**config.mk**
```make
export PLATFORM = sky130hd
export DESIGN_NAME = fine_phase_shift_sequencer
export DESIGN_NICKNAME = d
export VERILOG_FILES = /design/src/rtl/fine_phase_shift_sequencer.sv
export SDC_FILE = /design/constraint.sdc
export NUM_CORES = 1
export LEC_CHECK = 0
export CAP_MARGIN = 20
export CORE_ASPECT_RATIO = 1.4
export CORE_MARGIN = 5
export CORE_UTILIZATION = 50
export DETAILED_ROUTE_END_ITERATION = 8
export PLACE_DENSITY_LB_ADDON = 0.08
export SLEW_MARGIN = 10
export SYNTH_ARGS = -nofsm -noshare
export SYNTH_HDL_FRONTEND = slang
export SYNTH_SLANG_ARGS = --single-unit
```
**constraint.sdc**
```tcl
create_clock -name in_clk -period 6.3 [get_ports in_clk]
set_input_delay 1.26 -clock in_clk [delete_from_list [all_inputs] [get_ports in_clk]]
set_output_delay 1.26 -clock in_clk [all_outputs]
set_load 0.005 [all_outputs]
```
**src/rtl/fine_phase_shift_sequencer.sv**
```systemverilog
// fine_phase_shift_sequencer: initiator side of the fine phase-shift handshake.
// Takes an absolute target phase, picks the shortest wrap-around direction and
// issues one incr/decr step at a time, waiting for dready after each step.
// Optional feature macro: FINEPS_TIMEOUT_EN (abandon a step whose dready never returns).
module fine_phase_shift_sequencer #(
  parameter int unsigned INT_PS_STEPS_PER_PERIOD = 504,
  parameter int unsigned INT_TIMEOUT_CYCLES      = 64,
  localparam int unsigned POS_W = $clog2(INT_PS_STEPS_PER_PERIOD)
) (
  input  logic             in_clk,
  input  logic             in_rst_n,
  input  logic             in_cmd_valid,
  input  logic [POS_W-1:0] in_cmd_target,
  output logic             out_cmd_ready,
  input  logic             in_abort,
  output logic             out_fineps_incr,
  output logic             out_fineps_decr,
  output logic             out_fineps_valid,
  input  logic             in_fineps_dready,
  output logic [POS_W-1:0] out_position,
  output logic [POS_W-1:0] out_steps_remaining,
  output logic             out_busy,
  output logic             out_done,
  output logic             out_cmd_err,
  output logic             out_timeout
);

  if (INT_PS_STEPS_PER_PERIOD < 2 || INT_TIMEOUT_CYCLES < 1) begin : g_cfg_check
    $error("fine_phase_shift_sequencer: illegal parameter combination");
  end

  localparam logic [POS_W:0]   N_EXT    = (POS_W+1)'(INT_PS_STEPS_PER_PERIOD);
  localparam logic [POS_W:0]   HALF_EXT = (POS_W+1)'(INT_PS_STEPS_PER_PERIOD / 2);
  localparam logic [POS_W-1:0] POS_MAX  = POS_W'(INT_PS_STEPS_PER_PERIOD - 1);

  typedef enum logic [1:0] {
    S_IDLE,
    S_STEP,
    S_WAIT_DONE
  } state_t;

  state_t           state_q, state_d;
  logic [POS_W-1:0] pos_q, pos_d;
  logic [POS_W-1:0] rem_q, rem_d;
  logic             dir_incr_q, dir_incr_d;
  logic             abort_q, abort_d;
  logic             valid_q, valid_d;
  logic             incr_q, incr_d;
  logic             decr_q, decr_d;
  logic             done_q, done_d;
  logic             err_q, err_d;
  logic             ready_q, ready_d;
  logic             busy_q, busy_d;

  logic [POS_W:0]   tgt_ext, pos_ext, fwd_dist, back_dist;
  logic [POS_W-1:0] next_pos;
  logic             transfer;

`ifdef FINEPS_TIMEOUT_EN
  localparam int unsigned  TMO_W    = $clog2(INT_TIMEOUT_CYCLES + 1);
  localparam logic [TMO_W-1:0] TMO_LAST = TMO_W'(INT_TIMEOUT_CYCLES - 1);
  logic [TMO_W-1:0] tmo_cnt_q, tmo_cnt_d;
  logic             timeout_q, timeout_d;
`endif

  assign transfer = valid_q & in_fineps_dready;

  // Forward (incr) distance to the target modulo N, and its complement (decr)
  always_comb begin
    tgt_ext = {1'b0, in_cmd_target};
    pos_ext = {1'b0, pos_q};
    if (tgt_ext >= pos_ext) fwd_dist = tgt_ext - pos_ext;
    else                    fwd_dist = tgt_ext + N_EXT - pos_ext;
    back_dist = N_EXT - fwd_dist;
  end

  // Position after completing one step in the latched direction, with wrap
  always_comb begin
    next_pos = pos_q;
    if (dir_incr_q) next_pos = (pos_q == POS_MAX) ? '0 : pos_q + POS_W'(1);
    else            next_pos = (pos_q == '0) ? POS_MAX : pos_q - POS_W'(1);
  end

  // Next-state and registered-output logic
  always_comb begin
    state_d    = state_q;
    pos_d      = pos_q;
    rem_d      = rem_q;
    dir_incr_d = dir_incr_q;
    abort_d    = abort_q;
    valid_d    = valid_q;
    incr_d     = incr_q;
    decr_d     = decr_q;
    done_d     = 1'b0;
    err_d      = 1'b0;
`ifdef FINEPS_TIMEOUT_EN
    tmo_cnt_d  = tmo_cnt_q;
    timeout_d  = timeout_q;
`endif

    unique case (state_q)
      S_IDLE: begin
        abort_d = 1'b0;
        if (in_cmd_valid && ready_q) begin
          if (tgt_ext >= N_EXT) begin
            err_d = 1'b1;
          end else if (fwd_dist == '0) begin
            done_d = 1'b1;
          end else if (fwd_dist <= HALF_EXT) begin
            dir_incr_d = 1'b1;
            rem_d      = POS_W'(fwd_dist);
            valid_d    = 1'b1;
            incr_d     = 1'b1;
            decr_d     = 1'b0;
            state_d    = S_STEP;
          end else begin
            dir_incr_d = 1'b0;
            rem_d      = POS_W'(back_dist);
            valid_d    = 1'b1;
            incr_d     = 1'b0;
            decr_d     = 1'b1;
            state_d    = S_STEP;
          end
        end
      end

      S_STEP: begin
        if (transfer) begin
          // An abort coinciding with the transfer leaves the step outstanding
          abort_d = abort_q | in_abort;
          valid_d = 1'b0;
          incr_d  = 1'b0;
          decr_d  = 1'b0;
          state_d = S_WAIT_DONE;
`ifdef FINEPS_TIMEOUT_EN
          tmo_cnt_d = '0;
`endif
        end else if (in_abort) begin
          valid_d = 1'b0;
          incr_d  = 1'b0;
          decr_d  = 1'b0;
          rem_d   = '0;
          done_d  = 1'b1;
          state_d = S_IDLE;
        end
      end

      S_WAIT_DONE: begin
        abort_d = abort_q | in_abort;
        if (in_fineps_dready) begin
          pos_d = next_pos;
          rem_d = rem_q - POS_W'(1);
          if (rem_q == POS_W'(1) || abort_q || in_abort) begin
            rem_d   = '0;
            done_d  = 1'b1;
            state_d = S_IDLE;
          end else begin
            valid_d = 1'b1;
            incr_d  = dir_incr_q;
            decr_d  = ~dir_incr_q;
            state_d = S_STEP;
          end
`ifdef FINEPS_TIMEOUT_EN
        end else if (tmo_cnt_q == TMO_LAST) begin
          timeout_d = 1'b1;
          rem_d     = '0;
          done_d    = 1'b1;
          state_d   = S_IDLE;
        end else begin
          tmo_cnt_d = tmo_cnt_q + TMO_W'(1);
`endif
        end
      end

      default: begin
        state_d = S_IDLE;
        valid_d = 1'b0;
        incr_d  = 1'b0;
        decr_d  = 1'b0;
      end
    endcase

    ready_d = (state_d == S_IDLE);
    busy_d  = (state_d != S_IDLE);
  end

  // State and output registers with synchronous active-low reset
  always_ff @(posedge in_clk) begin
    if (!in_rst_n) begin
      state_q    <= S_IDLE;
      pos_q      <= '0;
      rem_q      <= '0;
      dir_incr_q <= 1'b0;
      abort_q    <= 1'b0;
      valid_q    <= 1'b0;
      incr_q     <= 1'b0;
      decr_q     <= 1'b0;
      done_q     <= 1'b0;
      err_q      <= 1'b0;
      ready_q    <= 1'b1;
      busy_q     <= 1'b0;
    end else begin
      state_q    <= state_d;
      pos_q      <= pos_d;
      rem_q      <= rem_d;
      dir_incr_q <= dir_incr_d;
      abort_q    <= abort_d;
      valid_q    <= valid_d;
      incr_q     <= incr_d;
      decr_q     <= decr_d;
      done_q     <= done_d;
      err_q      <= err_d;
      ready_q    <= ready_d;
      busy_q     <= busy_d;
    end
  end

`ifdef FINEPS_TIMEOUT_EN
  // Dready wait counter and sticky timeout flag
  always_ff @(posedge in_clk) begin
    if (!in_rst_n) begin
      tmo_cnt_q <= '0;
      timeout_q <= 1'b0;
    end else begin
      tmo_cnt_q <= tmo_cnt_d;
      timeout_q <= timeout_d;
    end
  end

  assign out_timeout = timeout_q;
`else
  assign out_timeout = 1'b0;
`endif

  assign out_cmd_ready       = ready_q;
  assign out_fineps_incr     = incr_q;
  assign out_fineps_decr     = decr_q;
  assign out_fineps_valid    = valid_q;
  assign out_position        = pos_q;
  assign out_steps_remaining = rem_q;
  assign out_busy            = busy_q;
  assign out_done            = done_q;
  assign out_cmd_err         = err_q;

endmodule

```
# Yosys cells after proc, flatten, opt, wreduce, memory -nomap -nowiden
# Index checks and enable logic that the tools add are counted.
# W data, S select, Z words.
totals:
  reg_bits: 29
  in_bits: 14
  out_inout_bits: 26
  word_cells: 109
classes:
  n_addsub: 7
  order_cmp: 3
  n_eq_ne: 13
  muxes: 54
  bitwise: 5
  reduce_logical: 15
ops:
  columns: ["operator", "n"]
  rows:
  - ["$mux W9", 11]
  - ["$mux W1", 29]
  - ["$pmux W9 S3", 1]
  - ["$sub A9 B1 Y9 const B", 2]
  - ["$ne A2 B2 Y1 const B", 8]
  - ["$pmux W1 S3", 5]
  - ["$mux W2", 6]
  - ["$add A9 B9 Y10 const B", 1]
  - ["$le A10 B8 Y1 const B", 1]
  - ["$logic_not A10 Y1", 1]
  - ["$mux W10", 1]
  - ["$sub A10 B9 Y10", 1]
  - ["$sub A9 B9 Y10", 1]
  - ["$add A9 B1 Y9 const B", 1]
  - ["$eq A9 B1 Y1 const B", 1]
  - ["$eq A9 B9 Y1 const B", 1]
  - ["$ge A9 B9 Y1", 1]
  - ["$ge A9 B9 Y1 const B", 1]
  - ["$logic_not A9 Y1", 1]
  - ["$sub A9 B9 Y9 const A", 1]
  - ["$reduce_and A7 Y1", 1]
  - ["$pmux W2 S3", 1]
  - ["$reduce_and A6 Y1", 1]
  - ["$logic_not A2 Y1", 2]
  - ["other kinds (13)", 17]

# Depth between registers and ports, before layout
depth:
  word_depth: 9
  mapped_depth: 16
  ltp_nobuf: 15

# Least setup slack after synthesis
# No wires, ideal clock.
synth_timing:
  path_kind: "input port to flip-flop"
  start: "input in_cmd_target[2]"
  end: "register rem_q[8], in the netlist out_steps_remaining[8]"
  setup_time_ns: 0.120
  arrival_ns: 4.367
  required_ns: 6.180
  setup_slack_ns: 1.813
  stages: 12
  path_buffers: 0
  path_cell_list: "ha_1 > inv_1 > fa_1 > or2_2 > a221oi_1 > o22ai_1 > xnor2_1 > o41a_1 > a211oi_4 > nor2_4 > and3_1 > o31a_1"
synth_via:
  elab_chain_len: 9
  elab_cells_between_ends: 17
  classes_between: "add/sub: 4; order compare: 3; eq/ne: 2; mux: 6; reduce/logical: 2"
synth_lines:
  columns: ["element", "line_no", "rtl"]
  rows:
  - ["start: declaration", "13", "input logic [POS_W-1:0] in_cmd_target,"]
  - ["$add A9 B9 Y10", "73", "else fwd_dist = tgt_ext + N_EXT - pos_ext;"]
  - ["$sub A10 B9 Y10", "73", null]
  - ["$mux W10", "72", "if (tgt_ext >= pos_ext) fwd_dist = tgt_ext - pos_ext;"]
  - ["$sub A9 B9 Y9 / $le A10 B8 Y1 (equally long branches)", "74, 109", null]
  - ["$mux W9", "109", "end else if (fwd_dist <= HALF_EXT) begin"]
  - ["$mux W9", "107", "end else if (fwd_dist == '0) begin"]
  - ["$mux W9", "105", "if (tgt_ext >= N_EXT) begin"]
  - ["$mux W9", "104", "if (in_cmd_valid && ready_q) begin"]
  - ["$pmux W9 S3", "101", "unique case (state_q)"]
  - ["end signal: assignment", "205", "rem_q <= rem_d;"]
  - ["end: declaration", "44", "logic [POS_W-1:0] rem_q, rem_d;"]
# Several ways; a longest one is shown, not always the timed one. The select of a mux whose other input is x is not followed.
# A chain may end at the register's enable or synchronous reset.

# Worst setup path in the final report
layout_timing:
  start: "input in_cmd_target[5]"
  end: "register rem_q[8], in the netlist out_steps_remaining[8]"
# Same word-level chain as after synthesis.

==> results.txt <==
The run gives 3570 sq um as the post-synth design cell area. The number of clock buffers added by TritonCTS is 5. The run gives 0.927 as the final RePlAce weighted congestion. After clock tree synthesis, the setup repair step added 0 buffers. The detailed placement HPWL was 7.96 mm; the number of vias per cell after detailed routing was 6.09. The die is 81.4 um wide. Of all cell types, the one taking the most synthesized area is sky130_fd_sc_hd__dfxtp_1. TritonCTS built the clock tree. Entering global routing, the biggest net connects 19 pins. Power per unit of standard cell area: 180 nW/um^2. The area share of the leading cell type in the synthesized netlist was 0.163; the distinct cell type count after synthesis was 72. For this run, the number of Yosys warnings is 0.

The tools report the setup-violating endpoint count in the final report as 0. The min-delay analysis places its worst path in the category flip-flop to flip-flop. The tools report the required arrival time at the worst endpoint as 6470 ps. The type of origin of the critical path was an input port. The region available for standard cell placement spans 6980 sq um. The run gives 2 as the maximum number of buffers from clock root to sink. Setup repair after global routing left no endpoint under its margin. In this run the mean area of a mapped cell was 7.41 sq um. At the end of the flow, the number of nets in the layout was 554. The worst path needs 5210 ps of the cycle, external delays included. The logs give 0.206 for the part of the total power dissipated in the clock network and 5380 ps for the data arrival at the endpoint of the critical path. The startpoint identified for the worst hold timing path is out_fineps_incr$_SDFFE_PN0P_. The part of the Yosys area used for sequential elements was 0.163; the final cycle utilization of the critical path was 0.827. The tools report the source of the critical timing path as in_cmd_target[5]. The number of nets with antenna violations after detailed routing is 0, and the net switching power figure is 292 uW. Input and output buffers added on the ports amount to 38.

The run finished with clean final reports. The finished layout holds 601 standard cells, fillers aside. With fillers left out, the area of the finished cells amounts to 4040 sq um. After filler insertion, the fill cell instance count of the layout stands at 672. The final route contains 3659 vias.

The tools report the number of global-route vias before repair as 3402. The final routed wire length divided by cell count came out at 16.5 um. The number of antenna violations at the first check in global routing was 0; the post-cts hold buffer count was 0. The logs give 0.511 for the starting density of the core and 436 uW for the cell-internal power.

Across the VDD grid, the largest voltage drop is 84.2 uV. From synthesis to final layout, the design area changed by 13.3%. By area the synthesized netlist is led by sky130_fd_sc_hd__dfxtp_1, sky130_fd_sc_hd__ha_1, sky130_fd_sc_hd__inv_1. The layout cell share with drive strength beyond 1 was 0.0573; the area after detailed placement was 3960 sq um. The tools report the latest clock arrival within the worst-skew pair as 280 ps. The total congestion overflow after global routing was 0; the number of nets produced by synthesis was 530.

The highest attainable clock frequency was 192 MHz; the clock skew after layout was 5.69 ps. The number of placed instances, taps included, is 593. Iteration-0 DRC count of the detailed router: 259.

The logs give 0.479 for the combinational share of power and 470 ps for the worst slack on hold paths. For the overall global routing resource usage, the log shows 0.223. Type of destination of the critical path: a flip-flop. For this design the static power due to leakage is 1.59 nW. The relative contribution of sequential cells to total power was 0.315.

The tools report the instance count of the mapped netlist as 481. For this run, the leading register cell type out of synthesis is sky130_fd_sc_hd__dfxtp_1. The die covers 8940 sq um.

Ranked by instance count, the synthesized netlist is headed by sky130_fd_sc_hd__inv_1, sky130_fd_sc_hd__nor2_1, sky130_fd_sc_hd__ha_1, sky130_fd_sc_hd__nand2_1, sky130_fd_sc_hd__o21ai_0. The first TritonRoute pass finished after 5 iterations. In this run the worst path has a maximum fanout of 17.

The startpoint-to-endpoint class of the critical path is input port to flip-flop. After synthesis the netlist holds a flip-flop and latch count of 29. The setup total negative slack came out at 0 ps. Number of flops mapped to enable cells by yosys: 0. The run gives 0 as the number of hold-slack violations in the final timing report. The clock sink count is 29. The most common cell in the synthesized netlist is sky130_fd_sc_hd__inv_1. The fraction of registers with async set or reset after synthesis was 0.

The tool flagged a number of max-cap violations equal to 0. The post-cts repair resize count is 0. The tools report the antenna diode count as 0. For the placement row count, the log shows 36. The number of pins with negative max-slew slack in the final report came out at 0.

The logs give 0.570 for the worst slew margin relative to its limit and 40 for the number of ports placed on the die boundary. The cell chosen for the clock root is sky130_fd_sc_hd__clkbuf_8. After clock tree synthesis, the clock-pin slew on the worst setup and hold paths is 60 ps. Measured along the y axis, the die boundary spans 110 um.

For the wire length of the first global-routing pass, the log shows 15.7 mm. CTS built an H-tree with a depth of 2. For the pin with the worst max-slew slack, the measured transition is 640 ps.

For this run, design rule violations remaining after detail routing come to 0. Final routed wirelength across all metal layers: 9.93 mm. The net switching fraction of the power is 0.401. In this run the critical register-to-register path is launched from out_position[2]$_SDFFE_PN0P_.
[worst max-delay path, cell delays in order]
cell                              delay [ps]
sky130_fd_sc_hd__clkdlybuf4s50_1         500
sky130_fd_sc_hd__inv_1                    50
sky130_fd_sc_hd__ha_1                    470
sky130_fd_sc_hd__inv_1                   140
sky130_fd_sc_hd__ha_1                    490
sky130_fd_sc_hd__a211o_1                 400
sky130_fd_sc_hd__a211o_1                 280
sky130_fd_sc_hd__o22ai_1                 150
sky130_fd_sc_hd__xnor2_1                 130
sky130_fd_sc_hd__o41a_1                  490
sky130_fd_sc_hd__a211oi_4                400
sky130_fd_sc_hd__nor2_4                  160
sky130_fd_sc_hd__and3_1                  190
sky130_fd_sc_hd__o31a_1                  280
[layout make-up]
type,instances,area [sq um],area share
clock buffer,6,72.6,0.0180
tap,95,119,0.0294
inverter,50,188,0.0465
clock inverter,2,10.0,0.00248
multi-input combinational,381,2690,0.666
timing repair buffer,38,380,0.0942
sequential,29,581,0.144
[layer usage]
metal | share of wire | vias up | global-route usage
li1 | - | 1794 | -
met1 | 0.41 | 1729 | 0.248
met2 | 0.50 | 111 | 0.407
met3 | 0.039 | 25 | 0.0213
met4 | 0.042 | 0 | 0.124
met5 | 0 | - | 0
[registers in the layout (all words and copies together) (netlist names)]
signal,count
dir_incr_q,1
out_steps_remaining,9
out_busy,1
out_cmd_ready,1
out_fineps_decr,1
out_fineps_incr,1
out_cmd_err,1
out_fineps_valid,1
state_q,2
out_position,9
abort_q,1
out_done,1
[layout by cell type (no fill, tap or decap), types with 7 or more instances in the layout]
cell,n
sky130_fd_sc_hd__a211oi_1,10
sky130_fd_sc_hd__a21oi_1,27
sky130_fd_sc_hd__clkdlybuf4s50_1,38
sky130_fd_sc_hd__dfxtp_1,29
sky130_fd_sc_hd__ha_1,32
sky130_fd_sc_hd__inv_1,50
sky130_fd_sc_hd__mux2i_1,7
sky130_fd_sc_hd__nand2_1,32
sky130_fd_sc_hd__nand2b_1,11
sky130_fd_sc_hd__nand3_1,16
sky130_fd_sc_hd__nor2_1,37
sky130_fd_sc_hd__nor3_1,20
sky130_fd_sc_hd__o21ai_0,31
sky130_fd_sc_hd__o31ai_1,9
sky130_fd_sc_hd__xnor2_1,19
[power by group through the flow]
stage	registers (mW)	logic [mW]	clock network, mW
2_1_floorplan	0.226	0.247	0
3_3_place_gp	0.232	0.344	0
3_5_place_dp	0.233	0.344	0
4_1_cts	0.229	0.346	0.153
5_1_grt	0.232	0.382	0.159
6_report	0.229	0.349	0.150
[worst paths after layout]
check             depth (start not counted)  slack, ps                                   to
setup / recovery                         14       1090  out_steps_remaining[8]$_SDFFE_PN0P_
hold / removal                            2        470         out_fineps_incr$_SDFFE_PN0P_
setup reg to reg                         13       1910  out_steps_remaining[8]$_SDFFE_PN0P_
hold reg to reg                           2        470         out_fineps_incr$_SDFFE_PN0P_
[metrics by stage]
step	setup slack [ps]	power [mW]	utilization
after floorplan	1810	0.473	-
after global placement	898	0.576	0.567
after detailed placement	834	0.577	0.567
after CTS	1110	0.727	0.578
after global routing	922	0.773	0.578
final	1090	0.728	0.578
[kinds of logic (layout without fill, tap and decap cells)]
logic type,Yosys count,in the layout,synth area share
AO/OA/AOI/OAI,147,147,0.298
other,1,1,0.00105
buffers and inverters,71,96,0.0832
flip-flops,29,29,0.163
multiplexers,9,9,0.0260
XOR/XNOR,22,22,0.0540
AND/OR/NAND/NOR,167,167,0.246
adder cells (fa/ha/maj),35,35,0.129
Power figures use the tool's default switching activity.
